`src/rtl/dog_ctl_if.sv`:
```
// Bus between game control and the intro dog motion controller.
// The master drives enable and frame timing; the slave returns sprite placement and status.
interface dog_ctl_if;
  logic        game_enable;
  logic        vblnk;
  logic [11:0] xpos;
  logic [11:0] ypos;
  logic [1:0]  sprite_sel;
  logic        dog_visible;
  logic        intro_done;

  modport master (
    output game_enable, vblnk,
    input  xpos, ypos, sprite_sel, dog_visible, intro_done
  );

  modport slave (
    input  game_enable, vblnk,
    output xpos, ypos, sprite_sel, dog_visible, intro_done
  );
endinterface

```
`src/rtl/dog_ctl.sv`:
```
// Intro dog controller: walk -> sniff -> jump -> fall.
// The sequence advances once per video frame, on the rising edge of vblnk.
module dog_ctl #(
  parameter int X_START      = 0,
  parameter int X_STOP       = 400,
  parameter int WALK_STEP    = 2,
  parameter int ANIM_DIV     = 8,
  parameter int SNIFF_FRAMES = 30,
  parameter int Y_GROUND     = 520,
  parameter int JUMP_HEIGHT  = 120,
  parameter int JUMP_STEP    = 4
) (
  input  logic     clk,
  input  logic     rst,
  dog_ctl_if.slave dog
);
  typedef enum logic [2:0] {S_IDLE, S_WALK, S_SNIFF, S_JUMP_UP, S_FALL, S_DONE} state_t;

  localparam int ANIM_W  = (ANIM_DIV > 1) ? $clog2(ANIM_DIV) : 1;
  localparam int SNIFF_W = (SNIFF_FRAMES > 1) ? $clog2(SNIFF_FRAMES) : 1;

  localparam logic [11:0] X_START_C = 12'(X_START);
  localparam logic [11:0] X_STOP_C  = 12'(X_STOP);
  localparam logic [11:0] Y_GND_C   = 12'(Y_GROUND);
  localparam logic [11:0] Y_APEX_C  = 12'(Y_GROUND - JUMP_HEIGHT);

  state_t               r_state, w_state_next;
  logic                 r_vblnk_d;
  logic [11:0]          r_xpos, w_xpos_next;
  logic [11:0]          r_ypos, w_ypos_next;
  logic [1:0]           r_sprite_sel, w_sprite_sel_next;
  logic                 r_dog_visible, w_dog_visible_next;
  logic                 r_intro_done, w_intro_done_next;
  logic [ANIM_W-1:0]    r_anim_cnt, w_anim_cnt_next;
  logic [SNIFF_W-1:0]   r_frame_cnt, w_frame_cnt_next;

  logic                 w_tick;
  logic [12:0]          w_x_sum;
  logic [12:0]          w_y_sum;
  logic [12:0]          w_y_rise_lim;

  assign w_tick  = dog.vblnk & ~r_vblnk_d;
  assign w_x_sum = {1'b0, r_xpos} + 13'(WALK_STEP);
  assign w_y_sum = {1'b0, r_ypos} + 13'(JUMP_STEP);
  // ypos - step <= apex rewritten as ypos <= apex + step so nothing can underflow.
  assign w_y_rise_lim = {1'b0, Y_APEX_C} + 13'(JUMP_STEP);

  always_ff @(posedge clk) begin
    if (rst) begin
      r_state       <= S_IDLE;
      r_vblnk_d     <= 1'b0;
      r_xpos        <= X_START_C;
      r_ypos        <= Y_GND_C;
      r_sprite_sel  <= 2'd0;
      r_dog_visible <= 1'b0;
      r_intro_done  <= 1'b0;
      r_anim_cnt    <= '0;
      r_frame_cnt   <= '0;
    end else begin
      r_state       <= w_state_next;
      r_vblnk_d     <= dog.vblnk;
      r_xpos        <= w_xpos_next;
      r_ypos        <= w_ypos_next;
      r_sprite_sel  <= w_sprite_sel_next;
      r_dog_visible <= w_dog_visible_next;
      r_intro_done  <= w_intro_done_next;
      r_anim_cnt    <= w_anim_cnt_next;
      r_frame_cnt   <= w_frame_cnt_next;
    end
  end

  always_comb begin
    w_state_next       = r_state;
    w_xpos_next        = r_xpos;
    w_ypos_next        = r_ypos;
    w_sprite_sel_next  = r_sprite_sel;
    w_dog_visible_next = r_dog_visible;
    w_intro_done_next  = r_intro_done;
    w_anim_cnt_next    = r_anim_cnt;
    w_frame_cnt_next   = r_frame_cnt;

    // Abort wins over the frame tick and does not wait for one.
    if (!dog.game_enable) begin
      w_state_next       = S_IDLE;
      w_xpos_next        = X_START_C;
      w_ypos_next        = Y_GND_C;
      w_sprite_sel_next  = 2'd0;
      w_dog_visible_next = 1'b0;
      w_intro_done_next  = 1'b0;
      w_anim_cnt_next    = '0;
      w_frame_cnt_next   = '0;
    end else if (w_tick) begin
      unique case (r_state)
        S_IDLE: begin
          w_state_next       = S_WALK;
          w_dog_visible_next = 1'b1;
          w_anim_cnt_next    = '0;
        end
        S_WALK: begin
          if (w_x_sum >= {1'b0, X_STOP_C}) begin
            w_xpos_next       = X_STOP_C;
            w_frame_cnt_next  = '0;
            w_sprite_sel_next = 2'd2;
            w_state_next      = S_SNIFF;
          end else begin
            w_xpos_next = w_x_sum[11:0];
            if (r_anim_cnt == ANIM_W'(ANIM_DIV - 1)) begin
              w_anim_cnt_next   = '0;
              w_sprite_sel_next = {1'b0, ~r_sprite_sel[0]};
            end else begin
              w_anim_cnt_next = r_anim_cnt + 1'b1;
            end
          end
        end
        S_SNIFF: begin
          w_sprite_sel_next = 2'd2;
          w_frame_cnt_next  = r_frame_cnt + 1'b1;
          if (r_frame_cnt == SNIFF_W'(SNIFF_FRAMES - 1)) begin
            w_state_next      = S_JUMP_UP;
            w_sprite_sel_next = 2'd3;
          end
        end
        S_JUMP_UP: begin
          if ({1'b0, r_ypos} <= w_y_rise_lim) begin
            w_ypos_next  = Y_APEX_C;
            w_state_next = S_FALL;
          end else begin
            w_ypos_next = r_ypos - 12'(JUMP_STEP);
          end
        end
        S_FALL: begin
          w_sprite_sel_next = 2'd3;
          if (w_y_sum >= {1'b0, Y_GND_C}) begin
            w_ypos_next        = Y_GND_C;
            w_dog_visible_next = 1'b0;
            w_intro_done_next  = 1'b1;
            w_state_next       = S_DONE;
          end else begin
            w_ypos_next = w_y_sum[11:0];
          end
        end
        S_DONE: begin
          w_state_next = S_DONE;
        end
        default: begin
          w_state_next = S_IDLE;
        end
      endcase
    end
  end

  assign dog.xpos        = r_xpos;
  assign dog.ypos        = r_ypos;
  assign dog.sprite_sel  = r_sprite_sel;
  assign dog.dog_visible = r_dog_visible;
  assign dog.intro_done  = r_intro_done;
endmodule

```
`src/flat_wrapper.sv`:
```
// flat-port wrapper written by rule: the top's interface ports become plain ports
module dog_ctl_flat 
#(
  parameter int X_START      = 0,
  parameter int X_STOP       = 400,
  parameter int WALK_STEP    = 2,
  parameter int ANIM_DIV     = 8,
  parameter int SNIFF_FRAMES = 30,
  parameter int Y_GROUND     = 520,
  parameter int JUMP_HEIGHT  = 120,
  parameter int JUMP_STEP    = 4
)
  (clk, rst, dog_game_enable, dog_vblnk, dog_xpos, dog_ypos, dog_sprite_sel, dog_dog_visible, dog_intro_done);
  dog_ctl_if dog_i ();
  input  logic clk;
  input  logic rst;
  input wire logic [$bits(dog_i.game_enable)-1:0] dog_game_enable;
  input wire logic [$bits(dog_i.vblnk)-1:0] dog_vblnk;
  output wire logic [$bits(dog_i.xpos)-1:0] dog_xpos;
  output wire logic [$bits(dog_i.ypos)-1:0] dog_ypos;
  output wire logic [$bits(dog_i.sprite_sel)-1:0] dog_sprite_sel;
  output wire logic [$bits(dog_i.dog_visible)-1:0] dog_dog_visible;
  output wire logic [$bits(dog_i.intro_done)-1:0] dog_intro_done;
  assign dog_i.game_enable = dog_game_enable;
  assign dog_i.vblnk = dog_vblnk;
  assign dog_xpos = dog_i.xpos;
  assign dog_ypos = dog_i.ypos;
  assign dog_sprite_sel = dog_i.sprite_sel;
  assign dog_dog_visible = dog_i.dog_visible;
  assign dog_intro_done = dog_i.intro_done;
  dog_ctl #(.X_START(X_START), .X_STOP(X_STOP), .WALK_STEP(WALK_STEP), .ANIM_DIV(ANIM_DIV), .SNIFF_FRAMES(SNIFF_FRAMES), .Y_GROUND(Y_GROUND), .JUMP_HEIGHT(JUMP_HEIGHT), .JUMP_STEP(JUMP_STEP)) u_core (.clk(clk), .rst(rst), .dog(dog_i));
endmodule
```
`config.mk`:
```
export PLATFORM = sky130hd
export DESIGN_NAME = dog_ctl_flat
export DESIGN_NICKNAME = d
export VERILOG_FILES = /design/src/rtl/dog_ctl_if.sv /design/src/rtl/dog_ctl.sv /design/src/flat_wrapper.sv
export SDC_FILE = /design/constraint.sdc
export NUM_CORES = 1
export LEC_CHECK = 0
export ABC_CLOCK_PERIOD_IN_PS = 5730
export BUFFER_PORTS_ARGS = -buffer_cell sky130_fd_sc_hd__buf_2
export CAP_MARGIN = 20
export CORE_MARGIN = 2
export CORE_UTILIZATION = 60
export CTS_CLUSTER_DIAMETER = 100
export CTS_CLUSTER_SIZE = 16
export DETAILED_ROUTE_END_ITERATION = 16
export GPL_ROUTABILITY_DRIVEN = 0
export PLACE_DENSITY = 0.94
export SLEW_MARGIN = 40
export SYNTH_ARGS = -nofsm -noshare
export SYNTH_HDL_FRONTEND = slang
export SYNTH_SLANG_ARGS = --single-unit
```
`constraint.sdc`:
```
create_clock -name clk -period 5.73 [get_ports clk]
set_input_delay 0.2865 -clock clk [delete_from_list [all_inputs] [get_ports clk]]
set_output_delay 0.2865 -clock clk [all_outputs]
set_load 0.1 [all_outputs]
```
### Word level (Yosys, flattened, before mapping)

Index checks and enable logic that the tools add are counted.

| storage, ports and cells | value |
|---|---|
| flip-flop bits (word level) | 40 |
| input port bits | 4 |
| output and inout bits | 28 |
| logic and storage cells | 69 |

| cells by class | value |
|---|---|
| add/subtract/negate cells | 5 |
| $lt $le $gt $ge | 3 |
| equal/unequal tests | 13 |
| multiplexer cells | 20 |
| bitwise operators | 4 |
| reductions and logical operators | 15 |

Operators with widths:

| cell | number |
|---|---|
| two-way mux 12 bit | 3 |
| case mux 12 bit (2 select lines) | 1 |
| two-way mux 3 bit | 6 |
| case mux 3 bit (6 select lines) | 1 |
| AND reduction 3 bit | 5 |
| adder 12 x 2 -> 13 bit, second input constant | 1 |
| adder 12 x 3 -> 13 bit, second input constant | 1 |
| greater-or-equal comparator 13 x 10 -> 1 bit, second input constant | 1 |
| greater-or-equal comparator 13 x 9 -> 1 bit, second input constant | 1 |
| <= comparator 12 x 9 -> 1 bit, second input constant | 1 |
| subtractor 12 x 3 -> 12 bit, second input constant | 1 |
| case mux 5 bit (2 select lines) | 1 |
| == test 3 bit, second input constant | 3 |
| inequality test 2 x 1 -> 1 bit, second input constant | 4 |
| nonzero test 2 bit | 4 |
| == test 3 x 2 -> 1 bit, second input constant | 2 |
| case mux 2 bit (3 select lines) | 1 |
| case mux 3 bit (2 select lines) | 1 |
| adder 5 x 1 -> 5 bit, second input constant | 1 |
| == test 5 bit, second input constant | 1 |
| two-way mux 5 bit | 1 |
| AND reduction 5 bit | 1 |
| two-way mux 2 bit | 2 |
| AND reduction 2 bit | 2 |
| 11 further kinds | 14 |

### Logic depth before layout (Yosys ltp)

Gate-level depths: netlist (run 1).

| logic depth | value |
|---|---|
| depth in word-level cells | 4 |
| gate-level depth with buffers | 9 |
| depth with buffers taken out | 8 |

### Worst setup path before layout (run 1)

No wires, ideal clock.

| timing | value |
|---|---|
| path kind | flip-flop to flip-flop |
| start point | register u_core.r_xpos[1], in the netlist u_core.dog.xpos[1] |
| end point | register u_core.r_sprite_sel[1], in the netlist u_core.dog.sprite_sel[1] |
| setup time | 0.119 ns |
| arrival time | 2.869 ns |
| setup slack | 2.741 ns |
| stages on the path, launching flop included | 8 |
| buffers on the path | 1 |
| clock period less this slack | 2.989 ns |
| cells stage by stage | dfxtp_1 ha_1 nand3_1 o41ai_4 a21bo_1 buf_6 o31a_1 o221a_1 |

| on the way | value |
|---|---|
| longest elaborated chain between the ends | 4 |
| elaborated cells on any way between the ends | 6 |

Ends and longest elaborated chain:

| element | RTL line | source |
|---|---|---|
| from (decl) | dog_ctl.sv:29 | `logic [11:0] r_xpos, w_xpos_next;` |
| from (signal assigned) | dog_ctl.sv:62 | `r_xpos <= w_xpos_next;` |
| adder 12 x 2 -> 13 bit (*) | dog_ctl.sv:43 | `assign w_x_sum = {1'b0, r_xpos} + 13'(WALK_STEP);` |
| greater-or-equal comparator 13 x 9 -> 1 bit (*) | dog_ctl.sv:100 | `if (w_x_sum >= {1'b0, X_STOP_C}) begin` |
| inequality test 3 x 1 -> 1 bit (no source line) / two-way mux 2 bit (equally long branches) | - |  |
| AND reduction 3 bit (no source line) / case mux 2 bit (3 select lines) (equally long branches) | - |  |
| to (signal assigned) | dog_ctl.sv:64 | `r_sprite_sel <= w_sprite_sel_next;` |
| to (decl) | dog_ctl.sv:31 | `logic [1:0] r_sprite_sel, w_sprite_sel_next;` |

Every way passes the cells marked *; elsewhere a longest branch is shown, timed or not.
A chain may end at the register's enable or synchronous reset.

### Final worst setup path (run 1)

| timing | value |
|---|---|
| start point | register u_core.r_ypos[2], in the netlist u_core.dog.ypos[2] |
| end point | register u_core.r_ypos[3], in the netlist u_core.dog.ypos[3] |

| on the way | value |
|---|---|
| longest elaborated chain between the ends | 4 |
| elaborated cells on any way between the ends | 7 |

Ends and longest elaborated chain:

| element | RTL line | source |
|---|---|---|
| from (decl) | dog_ctl.sv:30 | `logic [11:0] r_ypos, w_ypos_next;` |
| from (signal assigned) | dog_ctl.sv:63 | `r_ypos <= w_ypos_next;` |
| adder 12 x 3 -> 13 bit | dog_ctl.sv:44 | `assign w_y_sum = {1'b0, r_ypos} + 13'(JUMP_STEP);` |
| greater-or-equal comparator 13 x 10 -> 1 bit | dog_ctl.sv:133 | `if (w_y_sum >= {1'b0, Y_GND_C}) begin` |
| two-way mux 12 bit | dog_ctl.sv:133 |  |
| case mux 12 bit (2 select lines) (*) | dog_ctl.sv:93 | `unique case (r_state)` |

Marked as above.

==> results of run 1 <==
## worst max-delay path: stages (launching register included)
cell	delay (ns)
dfxtp_1	0.53
ha_1	0.34
nand4_1	0.17
nor2_1	0.16
mux2_2	0.38
a2111oi_4	0.58
mux2_2	0.26
o221ai_1	0.09
## worst paths after layout
| check | start | to | slack [ns] |
|---|---|---|---|
| worst min register to register | u_core.dog.dog_visible | u_core.dog.dog_visible | 0.49 |
| worst min-delay path | rst | u_core.r_vblnk_d | 0.16 |
| worst max register to register | u_core.dog.ypos[2] | u_core.dog.ypos[3] | 3.09 |
| worst max-delay path | u_core.dog.ypos[2] | u_core.dog.ypos[3] | 3.09 |
## Yosys cell counts, drive strengths merged, types with 2 or more instances
master  count
and2        5
and3        7
o31ai       5
o41ai       2
a22oi       2
nand3      15
inv         5
buf         8
xor2        8
xnor2       3
nand2      30
ha          8
nand2b      2
mux2        2
o31a        2
nor2       28
nor2b       7
or3         4
nand4      10
a31oi       5
mux2i       3
a211oi      3
nor3b       3
o22ai       4
o221a       2
o211ai      4
a21boi      2
o21a        3
nor3       11
a311oi      2
o21ai      14
a21o        2
dfxtp      37
a32oi       2
o21bai      2
o221ai      2
nor4        6
a21oi      22
clkbuf     15
## layout by cell type (no fill, tap or decap), types with 5 or more instances in the layout
master    count
nand3_1      15
nand2_1      30
and3_1        5
nor2b_1       7
inv_1         5
a21oi_1      22
and2_1        5
nor4_1        6
o31ai_1       5
a31oi_1       5
dfxtp_1      37
nand4_1      10
buf_2        28
nor2_1       28
xor2_1        8
clkbuf_8      5
o21ai_0      12
ha_1          8
nor3_1       11
## per-layer routing
layer | up-vias | share of wire, %
li1 | 1168 | -
met4 | 0 | 2.3
met2 | 128 | 47
met5 | - | 0
met1 | 1109 | 43
met3 | 22 | 7.8
## logic make-up after synthesis
group | Yosys count
muxes | 5
and+or+nand+nor | 133
AOI/OAI and AO/OA | 86
xor gates and xnor gates | 11
other | 1
buffers and inverters | 29
DFF | 37
adders and majority gates | 8
## registers in the layout (all words and copies together) (netlist names)
register                flops
u_core.dog.dog_visible      1
u_core.r_frame_cnt          5
u_core.dog.sprite_sel       2
u_core.r_state              3
u_core.dog.ypos            10
u_core.r_anim_cnt           3
u_core.dog.intro_done       1
u_core.r_vblnk_d            1
u_core.dog.xpos            11
## through the flow
stage	cells	utilization, %	power (W)	hold WS, ns
final	376	66.1	0.000492	0.155
after global routing	376	66.1	0.000506	0.189
after CTS	376	66.1	0.000493	0.157
after detailed placement	368	63.7	0.000302	0.469
after global placement	368	63.7	0.000301	0.457
after floorplan	312	-	0.000297	0.358
## final cells by class
type | count | area, sq um
clock buffer | 5 | 68.8
clock inverter | 3 | 25.0
fill | 343 | 1350
inverter | 5 | 18.8
multi-input combinational | 246 | 1550
sequential | 37 | 741
tap | 50 | 62.6
timing repair buffer | 30 | 155
## where the power goes
group	leakage [nW]	total [W]	switching (W)	internal, W
registers	0.299	0.000261	0.00000270	0.000259
clock network	0.0447	0.000196	0.000108	0.0000877
logic	0.673	0.0000352	0.0000285	0.00000666
total	1.02	0.000492	0.000139	0.000353
==> run_results.csv, run 1 <==
group,metric,value,unit
cts,clk_latency,0.31,ns
route,viasPerCell,6.45,
cts,cts_resized,0,
layout,drive_gt1_share,14.7,%
sta,slew_violations,0,
yosys,syn-cell-area,2450,sq um
die,ioPinCount,32,
yosys,synth-compound-area-share,25.1,%
worst_setup_path,start_kind,"flop",
global_routing,met2_usage,44.5,%
sta,max_freq,0.378,GHz
yosys,synthCells,310,
placement,portBuffers,28,
global_routing,top_usage_layer,"met2",
cts,postCtsSetupBuffers,0,
die,die_h,67.9,um
yosys,synth-simple-area-share,27.6,%
route,vias,2427,
cts,cts_made_buffers,5,
sta,clock_skew,0.0109,ns
route,dr.pass1.iters,5,
min_path,worstHoldPathCells,2,
sta,min_period,2.64,ns
yosys,yosysWarnings,0,
global_routing,grt_remaining_overflow,0,
layout,final_cell_area,2620,sq um
sta,grt_setup_unrepaired,"false",
pwr,p_leak,1.02,nW
placement,place_ws,3.16,ns
global_routing,antenna_found_initial,0,
pwr,p_per_area,188,nW/um^2
yosys,seq_area_frac_synth,30.2,%
cts,hold_buffers,0,
yosys,synth_top_family_by_area,"simple AND/OR/NAND/NOR gates",
yosys,async_flop_share,0,%
placement,post-dp-hpwl,4.08,mm
yosys,postSynthAreaPerCell,7.91,sq um
layout,final_net_count,337,
die,core_area,3970,sq um
worst_setup_path,cp_max_fo,11,
die,die_w,67.9,um
die,design.die.area,4610,sq um
route,drt_iter0_markers,335,
yosys,synthMuxAreaShare,2.14,%
yosys,yosysUniqueCellTypes,61,
die,start_util,61.8,%
worst_setup_path,endpoint_kind,"flop",
route,wl_per_cell,15.6,um
worst_setup_path,worst-setup-path-type,"reg2reg",
route,wl,5.86,mm
cts,clkSinkCount,37,
yosys,yosysTopAreaCell,"dfxtp_1",
yosys,ys_seq_elements,37,
sta,layout_setup_ws,3.09,ns
cts,cts_root_buf,"clkbuf_8",
cts,clockBufferDepth,2,
yosys,synth.area.top_cells,"dfxtp_1 (30%), nand2_1 (4.6%), a21oi_1 (4.5%)",
sta,relSlewSlack,50.0,%
layout,area_growth,6.99,%
sta,setup_viol,0,
yosys,yosysTopAreaCellShare,30.2,%
flow_run,max_cap_viol_count,0,
global_routing,grt_max_degree,21,
global_routing,globalRouteMet3Util,4.77,%
yosys,synth_xor_area_share,3.93,%
sta,finalHoldViolCount,0,
cts,cts_tree,"done",
sta,fin_crit_sh,46.1,%
worst_setup_path,worstPathArrival,2.81,ns
outcome,outcome,"finished clean",
global_routing,grt_use_total,27.2,%
die,core.rowCount,23,
pwr,ir_drop,0.0986,mV
route,drc_errors,0,
sta,tightest_slew,0.745,ns
yosys,synth_fa_ha_area_share,4.08,%
global_routing,grt_pass1_vias,2092,
cts,htreeDepth,2,
worst_setup_path,r2r_cells,7,
route,ant_nets,0,
yosys,synth_edf_count,0,
global_routing,grt_util_met1,35.0,%
cts,cts.clk_slew.worst_paths,0.07,ns
sta,setup_tns,0,ns
layout,diodes,0,
min_path,min_path_type,"in2reg",
placement,placed_area,2530,sq um
yosys,ys.flop_type,"dfxtp_1",
global_routing,grt_pass1_wl,9.56,mm
worst_setup_path,cp.required,5.90,ns
Power figures use the tool's default switching activity.
==> run 2: changes to the inputs <==
ABC_AREA = 1   (was default)
ABC_CLOCK_PERIOD_IN_PS = 2650   (was 5730)
CORE_UTILIZATION = 58   (was 60)
PLACE_DENSITY = 0.92   (was 0.94)
clock period = 2.65 ns   (was 5.73 ns; I/O delays follow)
==> run_results.csv, run 2 <==
group,metric,value,unit
yosys,synth.area.top_cells,"dfxtp_1 (29%), nand2_1 (14%), nor2_1 (7.4%)",
sta,setup_viol,0,
yosys,synth.most_common_cell,"nand2_1",
route,wl,5.85,mm
yosys,postSynthAreaPerCell,6.53,sq um
die,design.die.area,4900,sq um
layout,diodes,0,
worst_setup_path,critPathMaxStageDelay,0.40,ns
route,wl_per_cell,12.4,um
worst_setup_path,worst-setup-path-type,"reg2reg",
global_routing,grt_max_degree,19,
sta,tightest_slew,0.556,ns
route,drc_errors,0,
worst_setup_path,worstPathCellList,"inv_1, ha_1, or2_2, nor2_1, nand3_1, nor2_1, nand2_1, nand2_1, nand3_2, inv_2, nand2_1, a31oi_1",
cts,clockBufferDepth,2,
cts,cts_made_buffers,5,
layout,layout_common_cells,"nand2_1 (96), nor2_1 (50), inv_1 (43)",
yosys,yosysTopAreaCell,"dfxtp_1",
route,dr.pass1.iters,6,
flow_run,max_cap_viol_count,0,
yosys,yosysWarnings,0,
yosys,ys.flop_type,"dfxtp_1",
yosys,yosysTopAreaCellShare,29.3,%
cts,cts_root_buf,"clkbuf_8",
global_routing,grt_pass1_vias,2420,
sta,max_freq,0.465,GHz
pwr,ir_drop,0.265,mV
pwr,p_per_area,417,nW/um^2
layout,final_common_cell,"nand2_1",
placement,post-dp-hpwl,4.27,mm
yosys,seq_area_frac_synth,29.3,%
global_routing,grt_pass1_wl,10.1,mm
die,core.rowCount,24,
layout,area_growth,11.2,%
route,viasPerCell,5.53,
sta,finalHoldViolCount,0,
global_routing,grt_remaining_overflow,0,
worst_setup_path,cp_max_fo,8,
placement,portBuffers,28,
worst_setup_path,endpoint_kind,"flop",
worst_setup_path,cp.required,2.87,ns
sta,fin_crit_sh,81.2,%
die,die_h,70.0,um
yosys,synth_edf_count,0,
sta,relSlewSlack,62.9,%
cts,htreeDepth,2,
die,core_area,4260,sq um
cts,cts_tree,"done",
yosys,syn-cell-area,2530,sq um
min_path,min_path_type,"in2reg",
cts,clk_latency,0.30,ns
global_routing,antenna_found_initial,0,
die,start_util,59.3,%
route,drt_iter0_markers,229,
worst_setup_path,worstPathArrival,2.37,ns
worst_setup_path,start_kind,"flop",
route,vias,2604,
cts,cts.clk_slew.worst_paths,0.07,ns
sta,grt_setup_unrepaired,"false",
layout,fin_util,65.9,%
cts,clkSinkCount,37,
worst_setup_path,crit_top_cell,"nand2_1",
layout,drive_gt1_share,20.3,%
yosys,ys_top_cells_by_count,"nand2_1 (96), nor2_1 (50), inv_1 (43)",
sta,clock_skew,0.00496,ns
global_routing,grt_use_total,25.0,%
worst_setup_path,slowest_stage,"dfxtp_2",
sta,slew_violations,0,
cts,cts_resized,0,
pwr,p_leak,1.26,nW
outcome,outcome,"finished clean",
sta,min_period,2.15,ns
yosys,synthCells,387,
die,ioPinCount,32,
die,die_w,70.0,um
cts,postCtsSetupBuffers,0,
route,ant_nets,0,
yosys,yosysUniqueCellTypes,37,
yosys,ys_seq_elements,37,
layout,final_net_count,430,
layout,largest_reg_flops,11,
yosys,async_flop_share,0,%
sta,setup_tns,0,ns
==> run 2: final timing paths <==
path | start | end | slack (ns) | cells after the start
worst min register to register | u_core.dog.intro_done | u_core.dog.intro_done | 0.46 | 2
worst max-delay path | u_core.dog.ypos[2] | u_core.dog.ypos[8] | 0.50 | 12
worst min-delay path | dog_vblnk | u_core.r_vblnk_d | 0.04 | 3
worst max register to register | u_core.dog.ypos[2] | u_core.dog.ypos[8] | 0.50 | 12
==> run 2: report_power, final <==
group          switching, W  internal (W)  leakage (nW)
clock              0.000210      0.000235        0.0542
sequential       0.00000966      0.000564         0.299
combinational      0.000118     0.0000341         0.906
total              0.000338      0.000833          1.26
==> run 2: cell families (layout without fill, tap and decap cells) <==
logic type,count (synthesis),after routing,share of synthesized area (%)
simple gates,218,218,40.5
buf+inv,59,89,9.60
compound gates,57,57,14.1
flops,37,37,29.3
fa+ha+maj,8,8,3.96
xor+xnor,7,7,2.43
other cells,1,3,0.148
==> run 2: worst max-delay path: cells and delay by family, from the launching register on <==
kind                       cells  cell delay, ns
and+or+nand+nor                8            0.94
DFF                            1            0.40
adders and majority gates      1            0.34
buffers and inverters          2            0.25
AOI/OAI and AO/OA              1            0.15
==> run 2: final cells by class <==
class                   count  area (sq um)
multi-input cells         293          1550
fillers                   368          1450
flip-flops and latches     37           743
inverters                  51           191
repair buffers             30           158
clock buffers               7          96.3
well taps                  52          65.1
clock inverters             1          5.00
==> run 2: repair_timing <==
item | in CTS | in global routing
hold buffers | 1 | 0
endpoints found under the hold margin | 1 | 0
endpoints found under the setup margin | 0 | 0
==> run 2: metal layers <==
metal / wire length [um] / global-route usage [%] / vias up
li1: - / - / 1298
met3: 460 / 6.49 / 17
met2: 2710 / 39.9 / 114
met4: 138 / 13.9 / 0
met1: 2540 / 30.7 / 1175
met5: 0 / 0 / -
==> run 2: stage by stage <==
stage / hold WS, ns / total power [W] / std cells / cell area (sq um) / setup slack, ns
global placement: 0.304 / 0.000733 / 462 / 2700 / 0.679
global route: 0.0613 / 0.00121 / 471 / 2810 / 0.329
floorplan: 0.205 / 0.000714 / 389 / 2540 / 0.101
finish: 0.0421 / 0.00117 / 471 / 2810 / 0.499
CTS: 0.0422 / 0.00117 / 471 / 2810 / 0.548
detailed placement: 0.312 / 0.000736 / 462 / 2700 / 0.562
==> run 3: changes to the inputs <==
ABC_CLOCK_PERIOD_IN_PS = 2100   (was 2650)
clock period = 2.1 ns   (was 2.65 ns; I/O delays follow)
==> run_results.csv, run 3 (same netlist as run 2, synthesis figures left out) <==
group,metric,value,unit
outcome,outcome,"finished clean",
worst_setup_path,crit_start,"u_core.dog.ypos[2]",
sta,setup_tns,0,ns
worst_setup_path,worst-setup-path-type,"reg2reg",
route,viasPerCell,5.46,
min_path,min_path_type,"in2reg",
route,ant_nets,0,
cts,cts_root_buf,"clkbuf_8",
layout,largest_reg_flops,11,
cts,clockBufferDepth,2,
layout,fin_util,68.8,%
sta,relSlewSlack,64.7,%
cts,cts.clk_slew.worst_paths,0.07,ns
global_routing,grt_remaining_overflow,0,
pwr,pwr-share-comb,13.6,%
global_routing,grt_pass1_wl,10.0,mm
route,dr.pass1.iters,4,
layout,layout_common_cells,"nand2_1 (95), nor2_1 (49), inv_1 (41)",
sta,layout_setup_ws,0.185,ns
sta,worst_hold_slack,0.0159,ns
worst_setup_path,worstPathArrival,2.16,ns
sta,finalHoldViolCount,0,
pwr,p_leak,1.29,nW
worst_setup_path,r2r_cells,12,
layout,final_cell_area,2940,sq um
global_routing,grt_max_degree,19,
worst_setup_path,reg2reg_from,"u_core.dog.ypos[2]",
global_routing,grt_use_total,25.1,%
worst_setup_path,endpoint_kind,"flop",
worst_setup_path,cp.required,2.34,ns
global_routing,antenna_found_initial,0,
placement,post-dp-hpwl,4.52,mm
die,design.die.area,4900,sq um
die,core_area,4260,sq um
pwr,switchingPower,0.000424,W
sta,tightest_slew,0.529,ns
sta,fin_crit_sh,91.2,%
die,core.rowCount,24,
layout,final_net_count,435,
cts,cts_made_buffers,5,
pwr,netSwitchingFraction,28.7,%
flow_run,max_cap_viol_count,0,
die,start_util,59.3,%
die,die_h,70.0,um
sta,slew_violations,0,
layout,drive_gt1_share,26.7,%
layout,diodes,0,
pwr,pwr-share-clk,37.6,%
pwr,p_per_area,503,nW/um^2
layout,final_common_cell,"nand2_1",
placement,placed_area,2750,sq um
pwr,p_int,0.00105,W
worst_setup_path,cp_max_fo,7,
sta,grt_setup_unrepaired,"true",
route,wl_per_cell,12.7,um
cts,htreeDepth,2,
pwr,seqPwrFrac,48.8,%
layout,seqCellArea,774,sq um
route,drc_errors,0,
cts,clkSinkCount,37,
cts,clk_latency,0.30,ns
placement,place_ws,0.0732,ns
route,vias,2597,
die,die_w,70.0,um
sta,clock_skew,0.00558,ns
pwr,ir_drop,0.365,mV
worst_setup_path,start_kind,"flop",
layout,multiInputGateArea,1600,sq um
route,drt_iter0_markers,176,
sta,min_period,1.92,ns
global_routing,grt_pass1_vias,2347,
route,wl,6.04,mm
worst_setup_path,regToRegEndpoint,"u_core.r_state[0]",
worst_setup_path,crit_end,"u_core.r_state[0]",
worst_setup_path,ff2ff_setup_slack,0.18,ns
placement,portBuffers,28,
layout,fillCellCount,345,
layout,area_growth,16.1,%
cts,cts_tree,"done",
die,ioPinCount,32,
sta,setup_viol,0,
sta,max_freq,0.522,GHz
==> run 3: cell count changes in the layout (fill, tap and decap cells not counted), moves of 2 or more <==
cell	delta
ha_1	-2
nand3_4	+2
dfxtp_1	-17
dfxtp_2	+13
nand3_2	-2
buf_4	+5
dfxtp_4	+4
inv_1	-2
==> run 3: final cells by class <==
| type | count | area share (%) |
|---|---|---|
| inverters | 51 | 6.78 |
| clock buffers | 7 | 3.28 |
| repair buffers | 35 | 6.65 |
| well taps | 52 | 2.22 |
| multi-input cells | 293 | 54.5 |
| clock inverters | 1 | 0.171 |
| flip-flops and latches | 37 | 26.4 |
==> run 3: repair_timing <==
item,4_1_cts,5_1_grt
hold buffers,1,0
endpoints found under the hold margin,1,0
buffers inserted,0,2
endpoints found under the setup margin,0,12
gates resized for setup,0,11
==> run 3: layer usage <==
| metal | wire length [um] | track usage, % | part of all wire (%) |
|---|---|---|---|
| met4 | 132 | 9.19 | 2.2 |
| met1 | 2600 | 31.5 | 43 |
| met5 | 0 | 0 | 0 |
| met2 | 2960 | 41.7 | 49 |
| met3 | 341 | 6.20 | 5.6 |
==> run 3: critical path, cell delays in order, from the launching register on <==
cell,delay (ns)
dfxtp_4,0.40
ha_1,0.26
inv_1,0.10
nor2_2,0.16
xor2_1,0.25
nor2_1,0.07
nand2_1,0.08
nand2_2,0.07
nand3_4,0.14
nand4_4,0.11
nand2_1,0.08
nand2_1,0.04
nor2_1,0.08
==> run 3: metrics by stage <==
step	power, W	std cells
global route	0.00153	476
finish	0.00148	476
global placement	0.000924	465
floorplan	0.000897	389
CTS	0.00148	474
detailed placement	0.000928	465
==> run 3: how the worst min path moves through the flow <==
stage / from / to / slack, ns / cells past startpoint
floorplan: rst / u_core.r_vblnk_d / 0.18 / 1
global placement: rst / u_core.r_vblnk_d / 0.28 / 2
detailed placement: rst / u_core.r_vblnk_d / 0.29 / 2
CTS: dog_vblnk / u_core.r_vblnk_d / 0.01 / 3
global route: dog_vblnk / u_core.r_vblnk_d / 0.04 / 3
finish: dog_vblnk / u_core.r_vblnk_d / 0.02 / 3
==> run 3: power by group through the flow <==
stage                     Sequential, W  Clock (W)  Combinational (W)
after floorplan                0.000773          0           0.000124
after global placement         0.000736          0           0.000188
final                          0.000720   0.000555           0.000201
after detailed placement       0.000736          0           0.000192
after global routing           0.000722   0.000586           0.000218
after CTS                      0.000720   0.000565           0.000195
